$ cat src/rtl/bcd_counter_pkg.sv
// Shared types and elaboration helpers for the BCD up/down counter family.
package bcd_counter_pkg;

   typedef enum logic [1:0] {
      S_IDLE,
      S_SHIFT,
      S_DONE
   } state_t;

   localparam int unsigned SYSCLOCK_FREQ = 100_000_000;

   function automatic int unsigned max_count(input int unsigned digits);
      int unsigned m;
      m = 1;
      for (int unsigned i = 0; i < digits; i++) m = m * 10;
      return m - 1;
   endfunction

   function automatic bit width_ok(input int unsigned width, input int unsigned digits);
      return (width >= 32) || ((64'd1 << width) > 64'(max_count(digits)));
   endfunction

endpackage

$ cat src/rtl/debounce_event.sv
// Button synchroniser and debounce timer producing one-cycle events.
// Optional hold-to-repeat is built only when AUTO_REPEAT_EN is defined.
module debounce_event
   import bcd_counter_pkg::*;
#(
   parameter int unsigned DEBOUNCE_CYCLES = 500000,
   parameter int unsigned REPEAT_DELAY    = 50000000,
   parameter int unsigned REPEAT_PERIOD   = 10000000,
   parameter bit          REPEAT_EN       = 1'b1
) (
   input  logic clk,
   input  logic rst_n,
   input  logic btn,
   output logic pulse
);

   localparam int unsigned DW = $clog2(DEBOUNCE_CYCLES + 1);

   if (DEBOUNCE_CYCLES == 0 || DEBOUNCE_CYCLES > SYSCLOCK_FREQ) begin : g_bad_debounce
      $error("debounce_event: DEBOUNCE_CYCLES out of range");
   end
   if (REPEAT_EN && (REPEAT_DELAY == 0 || REPEAT_PERIOD == 0)) begin : g_bad_repeat
      $error("debounce_event: repeat intervals must be non-zero");
   end

   logic          sync1, sync2, sync3;
   logic          rise;
   logic          debounced;
   logic [DW-1:0] timer;

   always_ff @(posedge clk or negedge rst_n) begin
      if (!rst_n) begin
         sync1 <= 1'b0;
         sync2 <= 1'b0;
         sync3 <= 1'b0;
      end else begin
         sync1 <= btn;
         sync2 <= sync1;
         sync3 <= sync2;
      end
   end

   assign rise = sync2 & ~sync3;

   // Every rising edge restarts the window, so bounce only delays the event.
   always_ff @(posedge clk or negedge rst_n) begin
      if (!rst_n)              timer <= '0;
      else if (rise)           timer <= DW'(DEBOUNCE_CYCLES);
      else if (timer != '0)    timer <= timer - 1'b1;
   end

   assign debounced = (timer == DW'(1)) && sync2;

`ifdef AUTO_REPEAT_EN
   localparam int unsigned RMAX = (REPEAT_DELAY > REPEAT_PERIOD) ? REPEAT_DELAY : REPEAT_PERIOD;
   localparam int unsigned RW   = $clog2(RMAX + 1);

   logic [RW-1:0] rep_timer;
   logic          rep_fire;

   assign rep_fire = REPEAT_EN && (rep_timer == RW'(1)) && sync2;

   always_ff @(posedge clk or negedge rst_n) begin
      if (!rst_n)                    rep_timer <= '0;
      else if (!REPEAT_EN || !sync2) rep_timer <= '0;
      else if (debounced)            rep_timer <= RW'(REPEAT_DELAY);
      else if (rep_fire)             rep_timer <= RW'(REPEAT_PERIOD);
      else if (rep_timer != '0)      rep_timer <= rep_timer - 1'b1;
   end

   assign pulse = debounced | rep_fire;
`else
   assign pulse = debounced;
`endif

endmodule

$ cat src/rtl/bcd_updown_counter.sv
// Debounced up/down/clear counter bounded to NUM_DIGITS decimal digits with a
// sequential double-dabble BCD converter. Auto-repeat via AUTO_REPEAT_EN.
module bcd_updown_counter
   import bcd_counter_pkg::*;
#(
   parameter int unsigned NUM_DIGITS      = 4,
   parameter int unsigned COUNTER_WIDTH   = 16,
   parameter int unsigned DEBOUNCE_CYCLES = 500000,
   parameter bit          WRAP            = 1'b1,
   parameter int unsigned REPEAT_DELAY    = 50000000,
   parameter int unsigned REPEAT_PERIOD   = 10000000
) (
   input  logic                      clk,
   input  logic                      rst_n,
   input  logic                      btn_up,
   input  logic                      btn_down,
   input  logic                      btn_clr,
   output logic [COUNTER_WIDTH-1:0]  count,
   output logic [4*NUM_DIGITS-1:0]   bcd,
   output logic                      bcd_valid,
   output logic                      busy,
   output logic                      bound_hit
);

   localparam int unsigned BW = 4 * NUM_DIGITS;
   localparam int unsigned SW = BW + COUNTER_WIDTH;
   localparam int unsigned IW = $clog2(COUNTER_WIDTH + 1);
   localparam logic [COUNTER_WIDTH-1:0] MAX = COUNTER_WIDTH'(max_count(NUM_DIGITS));

   if (!width_ok(COUNTER_WIDTH, NUM_DIGITS)) begin : g_too_narrow
      $error("bcd_updown_counter: COUNTER_WIDTH cannot hold 10**NUM_DIGITS-1");
   end

   logic up_ev, down_ev, clr_ev;
   logic write;

   debounce_event #(.DEBOUNCE_CYCLES(DEBOUNCE_CYCLES), .REPEAT_DELAY(REPEAT_DELAY),
                    .REPEAT_PERIOD(REPEAT_PERIOD), .REPEAT_EN(1'b1))
      u_up   (.clk(clk), .rst_n(rst_n), .btn(btn_up),   .pulse(up_ev));
   debounce_event #(.DEBOUNCE_CYCLES(DEBOUNCE_CYCLES), .REPEAT_DELAY(REPEAT_DELAY),
                    .REPEAT_PERIOD(REPEAT_PERIOD), .REPEAT_EN(1'b1))
      u_down (.clk(clk), .rst_n(rst_n), .btn(btn_down), .pulse(down_ev));
   debounce_event #(.DEBOUNCE_CYCLES(DEBOUNCE_CYCLES), .REPEAT_DELAY(REPEAT_DELAY),
                    .REPEAT_PERIOD(REPEAT_PERIOD), .REPEAT_EN(1'b0))
      u_clr  (.clk(clk), .rst_n(rst_n), .btn(btn_clr),  .pulse(clr_ev));

   assign write = clr_ev | (up_ev ^ down_ev);

   always_ff @(posedge clk or negedge rst_n) begin
      if (!rst_n) begin
         count     <= '0;
         bound_hit <= 1'b0;
      end else begin
         bound_hit <= 1'b0;
         if (clr_ev) begin
            count <= '0;
         end else if (up_ev && !down_ev) begin
            if (count == MAX) begin
               count     <= WRAP ? '0 : MAX;
               bound_hit <= 1'b1;
            end else begin
               count <= count + 1'b1;
            end
         end else if (down_ev && !up_ev) begin
            if (count == '0) begin
               count     <= WRAP ? MAX : '0;
               bound_hit <= 1'b1;
            end else begin
               count <= count - 1'b1;
            end
         end
      end
   end

   state_t        state, state_next;
   logic          dirty;
   logic [IW-1:0] iter;
   logic [SW-1:0] shreg, shreg_adj;

   always_ff @(posedge clk or negedge rst_n) begin
      if (!rst_n) state <= S_IDLE;
      else        state <= state_next;
   end

   always_comb begin
      state_next = state;
      unique case (state)
         S_IDLE:  if (dirty) state_next = S_SHIFT;
         S_SHIFT: if (iter == IW'(COUNTER_WIDTH - 1)) state_next = S_DONE;
         S_DONE:  state_next = S_IDLE;
         default: state_next = S_IDLE;
      endcase
   end

   always_comb begin
      shreg_adj = shreg;
      for (int unsigned d = 0; d < NUM_DIGITS; d++) begin
         if (shreg[COUNTER_WIDTH + 4*d +: 4] >= 4'd5)
            shreg_adj[COUNTER_WIDTH + 4*d +: 4] = shreg[COUNTER_WIDTH + 4*d +: 4] + 4'd3;
      end
   end

   // A write in the snapshot cycle keeps dirty set so the newer count is reconverted.
   always_ff @(posedge clk or negedge rst_n) begin
      if (!rst_n) begin
         dirty     <= 1'b0;
         iter      <= '0;
         shreg     <= '0;
         busy      <= 1'b0;
         bcd       <= '0;
         bcd_valid <= 1'b0;
      end else begin
         bcd_valid <= 1'b0;
         if (write)                          dirty <= 1'b1;
         else if (state == S_IDLE && dirty)  dirty <= 1'b0;
         unique case (state)
            S_IDLE: begin
               if (dirty) begin
                  shreg <= SW'(count);
                  iter  <= '0;
                  busy  <= 1'b1;
               end
            end
            S_SHIFT: begin
               shreg <= shreg_adj << 1;
               iter  <= iter + 1'b1;
            end
            S_DONE: begin
               bcd       <= shreg[SW-1 -: BW];
               bcd_valid <= 1'b1;
               busy      <= 1'b0;
            end
            default: ;
         endcase
      end
   end

endmodule

$ cat config.mk
export PLATFORM = sky130hd
export DESIGN_NAME = bcd_updown_counter
export DESIGN_NICKNAME = d
export VERILOG_FILES = /design/src/rtl/bcd_counter_pkg.sv /design/src/rtl/debounce_event.sv /design/src/rtl/bcd_updown_counter.sv
export SDC_FILE = /design/constraint.sdc
export NUM_CORES = 1
export LEC_CHECK = 0
export ABC_AREA = 1
export ABC_CLOCK_PERIOD_IN_PS = 2800
export CORE_ASPECT_RATIO = 0.75
export CORE_UTILIZATION = 40
export DETAILED_ROUTE_END_ITERATION = 8
export HOLD_SLACK_MARGIN = 0.08
export PLACE_DENSITY = 0.58
export SYNTH_ARGS = -nofsm -noshare
export SYNTH_HDL_FRONTEND = slang
export SYNTH_HIERARCHICAL = 1
export SYNTH_SLANG_ARGS = --single-unit
$ cat constraint.sdc
create_clock -name clk -period 2.8 [get_ports clk]
set_clock_uncertainty 0.2 [all_clocks]
set_input_delay 0.56 -clock clk [delete_from_list [all_inputs] [get_ports clk]]
set_output_delay 0.56 -clock clk [all_outputs]
set_load 0.05 [all_outputs]
==> results of run 1 <==
==> timing repair <==
item	4_1_cts	5_1_grt
endpoints found under the setup margin	0	11
gates resized for setup	0	6
hold buffers	1	0
hold endpoints to repair	52	0
==> how the worst max path moves through the flow <==
stage / startpoint / to / slack (ns) / cells past startpoint
6_report: count[4] / count[4] / 0.07 / 1
5_1_grt: u_up/timer[15] / count[7] / -0.006 / 14
4_1_cts: count[4] / count[4] / 0.07 / 1
3_5_place_dp: u_down/timer[16] / count[3] / 0.13 / 15
3_3_place_gp: u_down/timer[12] / count[3] / 0.23 / 15
2_1_floorplan: u_down/timer[14] / count[3] / 0.39 / 16
==> flip-flops by register name, indices dropped and copies added, names as in the netlist, 2 cells and up <==
name,count
count,16
u_up/timer,19
state,2
bcd,16
iter,5
u_down/timer,19
shreg,32
u_clr/timer,19
==> final cells by class <==
type | instances | share of cell area
clock buffers | 20 | 0.04742
clock inverters | 12 | 0.01259
inverters | 144 | 0.05568
multi-input cells | 783 | 0.4272
flip-flops and latches | 141 | 0.3585
well taps | 282 | 0.03585
repair buffers | 65 | 0.06280
==> synthesized netlist by cell type <==
cell,number
sky130_fd_sc_hd__o21ai_2,3
sky130_fd_sc_hd__nor2_4,5
sky130_fd_sc_hd__nor3_2,4
sky130_fd_sc_hd__nor2_1,108
sky130_fd_sc_hd__buf_6,7
sky130_fd_sc_hd__inv_4,3
sky130_fd_sc_hd__xnor2_1,3
sky130_fd_sc_hd__o22ai_1,7
sky130_fd_sc_hd__o211ai_1,5
sky130_fd_sc_hd__o21bai_1,6
sky130_fd_sc_hd__inv_2,7
sky130_fd_sc_hd__o21ai_1,10
sky130_fd_sc_hd__o21ai_0,51
sky130_fd_sc_hd__or2_0,3
sky130_fd_sc_hd__ha_1,20
sky130_fd_sc_hd__buf_2,12
sky130_fd_sc_hd__nor3_1,6
sky130_fd_sc_hd__o221ai_1,14
sky130_fd_sc_hd__nand3b_1,1
sky130_fd_sc_hd__xor2_1,15
sky130_fd_sc_hd__clkbuf_1,6
sky130_fd_sc_hd__or2_2,8
sky130_fd_sc_hd__inv_1,133
sky130_fd_sc_hd__nand3_2,12
sky130_fd_sc_hd__nor2_8,6
sky130_fd_sc_hd__nor2_2,45
sky130_fd_sc_hd__dfrtp_1,141
sky130_fd_sc_hd__clkinv_1,1
sky130_fd_sc_hd__nand4_4,3
sky130_fd_sc_hd__nand2_4,3
sky130_fd_sc_hd__buf_4,6
sky130_fd_sc_hd__a22o_1,1
sky130_fd_sc_hd__nand2_1,261
sky130_fd_sc_hd__nand4_1,26
sky130_fd_sc_hd__nand2_2,14
sky130_fd_sc_hd__a21oi_1,29
sky130_fd_sc_hd__nand3_1,111
sky130_fd_sc_hd__nand3b_2,3
==> through the flow <==
step	cells	setup TNS [ns]	utilization	setup WS, ns	hold WS, ns
after CTS	1447	0	0.4793	0.07038	0.1524
after global placement	1414	0	0.4500	0.2274	0.1344
after global routing	1447	-0.005689	0.4802	-0.005689	0.1560
after floorplan	1099	0	-	0.3905	0.06441
final	1447	0	0.4802	0.07424	0.1489
after detailed placement	1414	0	0.4500	0.1349	0.1364
==> per-layer routing <==
layer / vias to the layer above / share of wire
met5: - / 0
met4: 0 / 0.0091
met3: 20 / 0.055
met2: 195 / 0.41
met1: 3398 / 0.53
li1: 3671 / -
==> report_power, final <==
group | leakage [nW] | internal [mW] | switching (mW)
clock network | 0.290 | 1.31 | 0.942
registers | 1.82 | 2.20 | 0.194
logic | 2.67 | 0.405 | 0.744
total | 4.78 | 3.92 | 1.88
==> cell families after synthesis <==
group,count (synthesis)
XOR/XNOR,18
AND/OR/NAND/NOR,619
flip-flops,141
AO/OA/AOI/OAI,126
adder cells (fa/ha/maj),20
buffers and inverters,175
==> impl_results.rst, run 1 <==
.. list-table::
   :header-rows: 1

   * - Metric
     - Value
   * - Status
     - finished clean
   * - Number of buffer and inverter instances along the worst setup path
     - 1
   * - Worst ir drop on vdd
     - between 0.0004 and 0.0005 V
   * - Setup Buffers After CTS
     - 0
   * - Overall via count from detail_route
     - approximately 7.3k
   * - Detail-routed via count per cell
     - just over 5
   * - Insertion delay of the later-clocked pin in the worst-skew pair
     - around 0.43 ns
   * - Total routing resource utilization after global routing
     - 0.2063
   * - Area enclosed by the die boundary
     - 0.02177 mm2
   * - Design area
     - a little under 0.01 mm2
   * - Combined area of the multi-input logic cells
     - 0.004204 mm2
   * - Post-Synthesis Mean Instance Area
     - between 7 and 8 um2
   * - Reported max-cap violation count
     - 0
   * - Overflow after GRT
     - 0
   * - Count of cells along the worst register-to-register path
     - 14
   * - Reg2reg start
     - u_up/timer[16]
   * - Busiest metal layer after global routing
     - met1
   * - Total standard cell area after synthesis
     - about 0.0085 mm2
   * - Die X
     - about 170 um
   * - Core area
     - just over 0.02 mm2
   * - Fillcell total
     - roughly 2.1k
   * - Count of clock tree sinks
     - around 140
   * - Top post-synthesis cells by area
     - sky130_fd_sc_hd__dfrtp_1 42%, sky130_fd_sc_hd__nand2_1 12%, sky130_fd_sc_hd__nand3_1 6.6%
   * - Startpoint type of the worst setup path
     - register
   * - Critical path's largest stage delay
     - ~0.90 ns
   * - Total number of H-tree levels
     - 4
   * - Routability congestion estimate
     - 0.9222
   * - CTS buffer count
     - 17
   * - Most common cell after layout, fill and taps aside
     - sky130_fd_sc_hd__nand2_1
   * - Synth Area in Compound Gates
     - 0.08669
   * - End point of the worst hold path
     - u_up/sync2
   * - CTS clock-pin slew for the worst setup and hold paths
     - roughly 0.07 ns
   * - TritonCTS clock tree
     - done
   * - Post-route fraction of the period consumed by the critical path
     - 0.9735
   * - Setup violations, final
     - 0
   * - Setup slack, reg-to-reg
     - approximately 0.2 ns
   * - Sequential cell area
     - 0.003528 mm2
   * - Pin count of the biggest net entering global routing
     - 56
   * - Number of distinct library cells after synthesis
     - 38
   * - Total Wirelength
     - between 20 and 25 mm
   * - Syn_nets
     - between 1k and 1.5k
   * - DR DRC count
     - 0
   * - Simple-gate area share of the yosys netlist
     - 0.3596
   * - Average detailed-routed wire length per instance
     - 14.51 um
   * - Number of buffer cells added on primary ports
     - 39
   * - Placed Area
     - between 0.009 and 0.01 mm2
   * - Worst hold stages
     - 0
   * - Most frequent cells in the layout
     - 261 x sky130_fd_sc_hd__nand2_1, 141 x sky130_fd_sc_hd__dfrtp_1, 133 x sky130_fd_sc_hd__inv_1, 111 x sky130_fd_sc_hd__nand3_1, 104 x sky130_fd_sc_hd__nor2_1
   * - Count of warnings emitted by yosys
     - 6
   * - Delay-heaviest family, CP
     - buffers and inverters
   * - Multiplexer share of the synthesized area
     - 0
   * - Cell type of the slowest stage on the worst timing path
     - sky130_fd_sc_hd__clkdlybuf4s50_1
   * - Relative slew slack
     - 0.4186
   * - Period minus WS final
     - 2.726 ns
   * - I/O pin count
     - 40
   * - Register area share after synthesis
     - 0.4165
   * - Layout cells sized above 1
     - 0.1536
   * - Adder-cell share of the synthesized area
     - 0.02954
   * - Highest net fanout along the worst path
     - 9
   * - Detailed router's first-iteration violation count
     - 613
   * - WP data arrival
     - between 1.5 and 2 ns
   * - Post-synthesis xor/xnor area fraction
     - 0.01861
   * - Flops & latches, synth
     - between 100 and 150
   * - Critical path capture point type
     - output pin
   * - Chip height
     - 128.0 um
   * - Power density over cell area
     - just under 600 mW/mm2
   * - Std-Cell Rows
     - 45
   * - Initial cell density of the core
     - 0.4134
   * - P&R area growth vs syn
     - 16.17%
   * - Share of the synthesized area in the top cell type
     - 0.4165
   * - Number of antenna violations at the first check in global routing
     - 0
   * - Reported leakage power
     - 4.781 nW
   * - FMAX
     - 366.9 MHz
   * - Global Route met1 Usage
     - 0.3199
   * - Final count of pins violating max slew
     - 0
   * - First-pass GRT wire length
     - roughly 35 mm
   * - Placed wire-length estimate
     - 15.37 mm
   * - Required time of the critical path
     - slightly above 2 ns
   * - Net total in the final layout
     - around 1.2k
   * - Vias in the first global route
     - just under 7k
   * - Start point of the worst hold path
     - u_up/sync1
   * - HP Class
     - register to register
   * - Capture instance of the worst register-to-register path
     - count[7]
   * - Critical path class
     - register to output pin
   * - ANT nets after route
     - 0
   * - Mapped Cells
     - between 1k and 1.5k
   * - Combinational family with the most area after synthesis
     - simple AND/OR/NAND/NOR gates
   * - Met2 layer usage reported by global route
     - 0.2905
   * - Least-Margin Pin Slew
     - between 0.8 and 0.9 ns
   * - Count of inserted antenna diode cells
     - 0
   * - Met3 layer usage reported by global route
     - 0.04230
   * - Total power
     - between 5 and 6 mW
   * - Synth area leader
     - sky130_fd_sc_hd__dfrtp_1
   * - Worst-case clock buffer depth
     - 2
   * - Ordered cell list for the critical path
     - clkdlybuf4s50_1
   * - Buffer cell driving the clock tree root
     - sky130_fd_sc_hd__clkbuf_16
   * - Number of hold violations in the final report
     - 0
   * - Drt pass-1 iters
     - 5
No activity file was read; power rests on OpenSTA's default activity.
==> inputs of run 2 (changes only) <==
--- a/config.mk
+++ b/config.mk
@@ -6,12 +6,14 @@
 export NUM_CORES = 1
 export LEC_CHECK = 0
 export ABC_AREA = 1
-export ABC_CLOCK_PERIOD_IN_PS = 2800
+export ABC_CLOCK_PERIOD_IN_PS = 2630
 export CORE_ASPECT_RATIO = 0.75
 export CORE_UTILIZATION = 40
+export CTS_CLUSTER_DIAMETER = 50
 export DETAILED_ROUTE_END_ITERATION = 8
 export HOLD_SLACK_MARGIN = 0.08
 export PLACE_DENSITY = 0.58
+export REMOVE_ABC_BUFFERS = 1
 export SYNTH_ARGS = -nofsm -noshare
 export SYNTH_HDL_FRONTEND = slang
 export SYNTH_HIERARCHICAL = 1
==> constraint.sdc (replaced) <==
create_clock -name clk -period 2.63 [get_ports clk]
set_clock_uncertainty 0.2 [all_clocks]
set_input_delay 0.526 -clock clk [delete_from_list [all_inputs] [get_ports clk]]
set_output_delay 0.526 -clock clk [all_outputs]
set_load 0.05 [all_outputs]
==> run 2 against run 1 <==
Setup slack lost 0.0042 ns. Wire length grew 1.6%. Critical endpoint is now count[3]. Highest routed layer unchanged. Register-to-register slack lost 0.06 ns. Utilization rose by 0.91 points. Die area did not move. First-iteration DRC count down 16%.
==> impl_results.rst, run 2 (same netlist as run 1, synthesis figures left out) <==
.. list-table::
   :header-rows: 1

   * - Metric
     - Value
   * - Core area
     - between 0.02 and 0.025 mm2
   * - DR DRC count
     - 0
   * - Critical path class
     - register to output pin
   * - Total Wirelength
     - between 20 and 25 mm
   * - Least-Margin Pin Slew
     - 0.8186 ns
   * - Overflow after GRT
     - 0
   * - Register with the highest flop count
     - shreg
   * - Ordered cell list for the critical path
     - clkdlybuf4s50_1
   * - Buffer cell driving the clock tree root
     - sky130_fd_sc_hd__clkbuf_16
   * - Area enclosed by the die boundary
     - 0.02177 mm2
   * - Cell type of the slowest stage on the worst timing path
     - sky130_fd_sc_hd__clkdlybuf4s50_1
   * - Final cell count without fillers
     - 1463
   * - Startpoint type of the worst setup path
     - register
   * - Start point of the worst hold path
     - u_clr/sync1
   * - Placed Area
     - 0.009343 mm2
   * - Routability congestion estimate
     - ~0.90
   * - Insertion delay of the later-clocked pin in the worst-skew pair
     - roughly 0.43 ns
   * - Setup slack, reg-to-reg
     - roughly 0.14 ns
   * - CTS buffer count
     - 17
   * - Switching part of the total power
     - 0.3103
   * - Layout cells sized above 1
     - 0.1710
   * - Die X
     - between 150 and 200 um
   * - Initial cell density of the core
     - 0.4134
   * - Combinational group share of total power
     - 0.195
   * - Reported max-cap violation count
     - 0
   * - Max FFs per register
     - 32
   * - Average detailed-routed wire length per instance
     - 14.58 um
   * - Overall via count from detail_route
     - approximately 7.4k
   * - Design area
     - between 0.01 and 0.015 mm2
   * - Relative slew slack
     - 0.4536
   * - Count of inserted antenna diode cells
     - 0
   * - Most common cell after layout, fill and taps aside
     - sky130_fd_sc_hd__nand2_1
   * - Setup violations, final
     - 0
   * - Post-route worst setup slack
     - between 0.07 and 0.08 ns
   * - RSZ-0062 raised after global routing
     - yes
   * - TritonCTS clock tree
     - done
   * - ANT nets after route
     - 0
   * - Number of buffer and inverter instances along the worst setup path
     - 1
   * - Power density over cell area
     - 628.0 mW/mm2
   * - Most frequent cells in the layout
     - 261 x sky130_fd_sc_hd__nand2_1, 141 x sky130_fd_sc_hd__dfrtp_1, 133 x sky130_fd_sc_hd__inv_1, 111 x sky130_fd_sc_hd__nand3_1, 96 x sky130_fd_sc_hd__nor2_1
   * - Post-route fraction of the period consumed by the critical path
     - 0.9734
   * - Highest net fanout along the worst path
     - 7
   * - Met2 layer usage reported by global route
     - 0.2621
   * - Internal power
     - between 4 and 5 mW
   * - Placed wire-length estimate
     - between 15 and 20 mm
   * - Global Route met1 Usage
     - 0.3390
   * - Reg2reg start
     - u_down/timer[9]
   * - Pin count of the biggest net entering global routing
     - 91
   * - Number of buffer cells added on primary ports
     - 39
   * - Met3 layer usage reported by global route
     - 0.04569
   * - Reported leakage power
     - between 4 and 5 nW
   * - Detailed router's first-iteration violation count
     - between 500 and 600
   * - Worst-case clock buffer depth
     - 2
   * - Period minus WS final
     - between 2 and 3 ns
   * - P&R area growth vs syn
     - 18.37%
   * - Required time of the critical path
     - ~1.9 ns
   * - Net total in the final layout
     - between 1k and 1.5k
   * - Final count of pins violating max slew
     - 0
   * - I/O pin count
     - 40
   * - Total power
     - roughly 6.3 mW
   * - Drt pass-1 iters
     - 7
   * - Vias in the first global route
     - about 6.7k
   * - Std-Cell Rows
     - 45
   * - Busiest metal layer after global routing
     - met1
   * - Critical path capture point type
     - output pin
   * - Number of hold violations in the final report
     - 0
   * - Worst ir drop on vdd
     - between 0.0004 and 0.0005 V
   * - NetSw
     - 1.954 mW
   * - Total number of H-tree levels
     - 4
   * - Detail-routed via count per cell
     - a little over 5
   * - HP Class
     - register to register
   * - CTS clock-pin slew for the worst setup and hold paths
     - around 0.060 ns
   * - Count of clock tree sinks
     - roughly 140
   * - Sequential share of power
     - 0.406
   * - Total routing resource utilization after global routing
     - 0.2073
   * - Number of antenna violations at the first check in global routing
     - 0
   * - Delay-heaviest family, CP
     - buffers and inverters
   * - WP data arrival
     - 1.83 ns
   * - Chip height
     - between 100 and 150 um
   * - First-pass GRT wire length
     - between 30 and 40 mm
   * - Fin Setup TNS
     - 0 ns
   * - Cell Count Post-Placement
     - 1430
   * - Clock Power Share
     - 0.399
   * - Critical path's largest stage delay
     - roughly 0.87 ns
   * - Status
     - finished clean
   * - Setup Buffers After CTS
     - 0
   * - FMAX
     - 390.6 MHz
   * - Worst setup slack before clock tree synthesis
     - about 0.056 ns
   * - Launching instance or port of the critical path
     - count[3]
## run 2: changes by cell type in the layout (fill, tap and decap cells not counted), moves of 2 or more
cell / previous run / this run
sky130_fd_sc_hd__buf_4: 22 / 38
sky130_fd_sc_hd__nor2_1: 104 / 96
sky130_fd_sc_hd__nor2_2: 49 / 55
sky130_fd_sc_hd__clkinv_4: 4 / 0
sky130_fd_sc_hd__inv_6: 4 / 1
sky130_fd_sc_hd__bufinv_16: 1 / 3
sky130_fd_sc_hd__clkbuf_1: 0 / 2
sky130_fd_sc_hd__clkinv_2: 1 / 3
sky130_fd_sc_hd__clkinvlp_4: 1 / 3
sky130_fd_sc_hd__nor2_4: 5 / 7
## run 2: cell type report
type / count / area, um2
well taps: 282 / 352.8
inverters: 144 / 548.0
fillers: 1996 / 10470
repair buffers: 81 / 742.0
multi-input cells: 783 / 4247
clock buffers: 22 / 474.2
clock inverters: 10 / 136.4
flip-flops and latches: 141 / 3528
## run 2: power groups by stage
stage | combinational, mW | sequential, mW | clock, mW
5_1_grt | 1.38 | 2.58 | 2.66
6_report | 1.23 | 2.55 | 2.51
3_3_place_gp | 1.22 | 2.58 | 0
2_1_floorplan | 0.930 | 2.55 | 0
4_1_cts | 1.23 | 2.55 | 2.57
3_5_place_dp | 1.22 | 2.59 | 0
## run 2: path summary, 6_finish.rpt
path | to | depth (start not counted)
setup / recovery | count[3] | 1
hold / removal | u_clr/sync2 | 0
setup reg to reg | count[3] | 15
hold reg to reg | u_clr/sync2 | 0
max in group asynchronous | u_down/timer[2] | 3
min in group asynchronous | u_up/timer[11] | 3
## run 2: routing by layer
layer  vias to the layer above  part of all wire
met1                      3492              0.55
met3                        15             0.071
met4                         0             0.010
met2                       221              0.37
li1                       3694                 -
met5                         -                 0
## run 2: stage by stage
stage / hold slack [ns] / utilization
after floorplan: 0.03041 / -
after global placement: 0.1328 / 0.4559
after detailed placement: 0.1385 / 0.4559
after CTS: 0.1538 / 0.4864
after global routing: 0.1585 / 0.4893
final: 0.1514 / 0.4893
## run 2: repair_timing
action	in CTS	in global routing
pin swaps	0	1
cloned	0	0
hold buffers	1	0
resized for setup	2	17
endpoints found under the hold margin	141	0
setup endpoints to repair	2	11
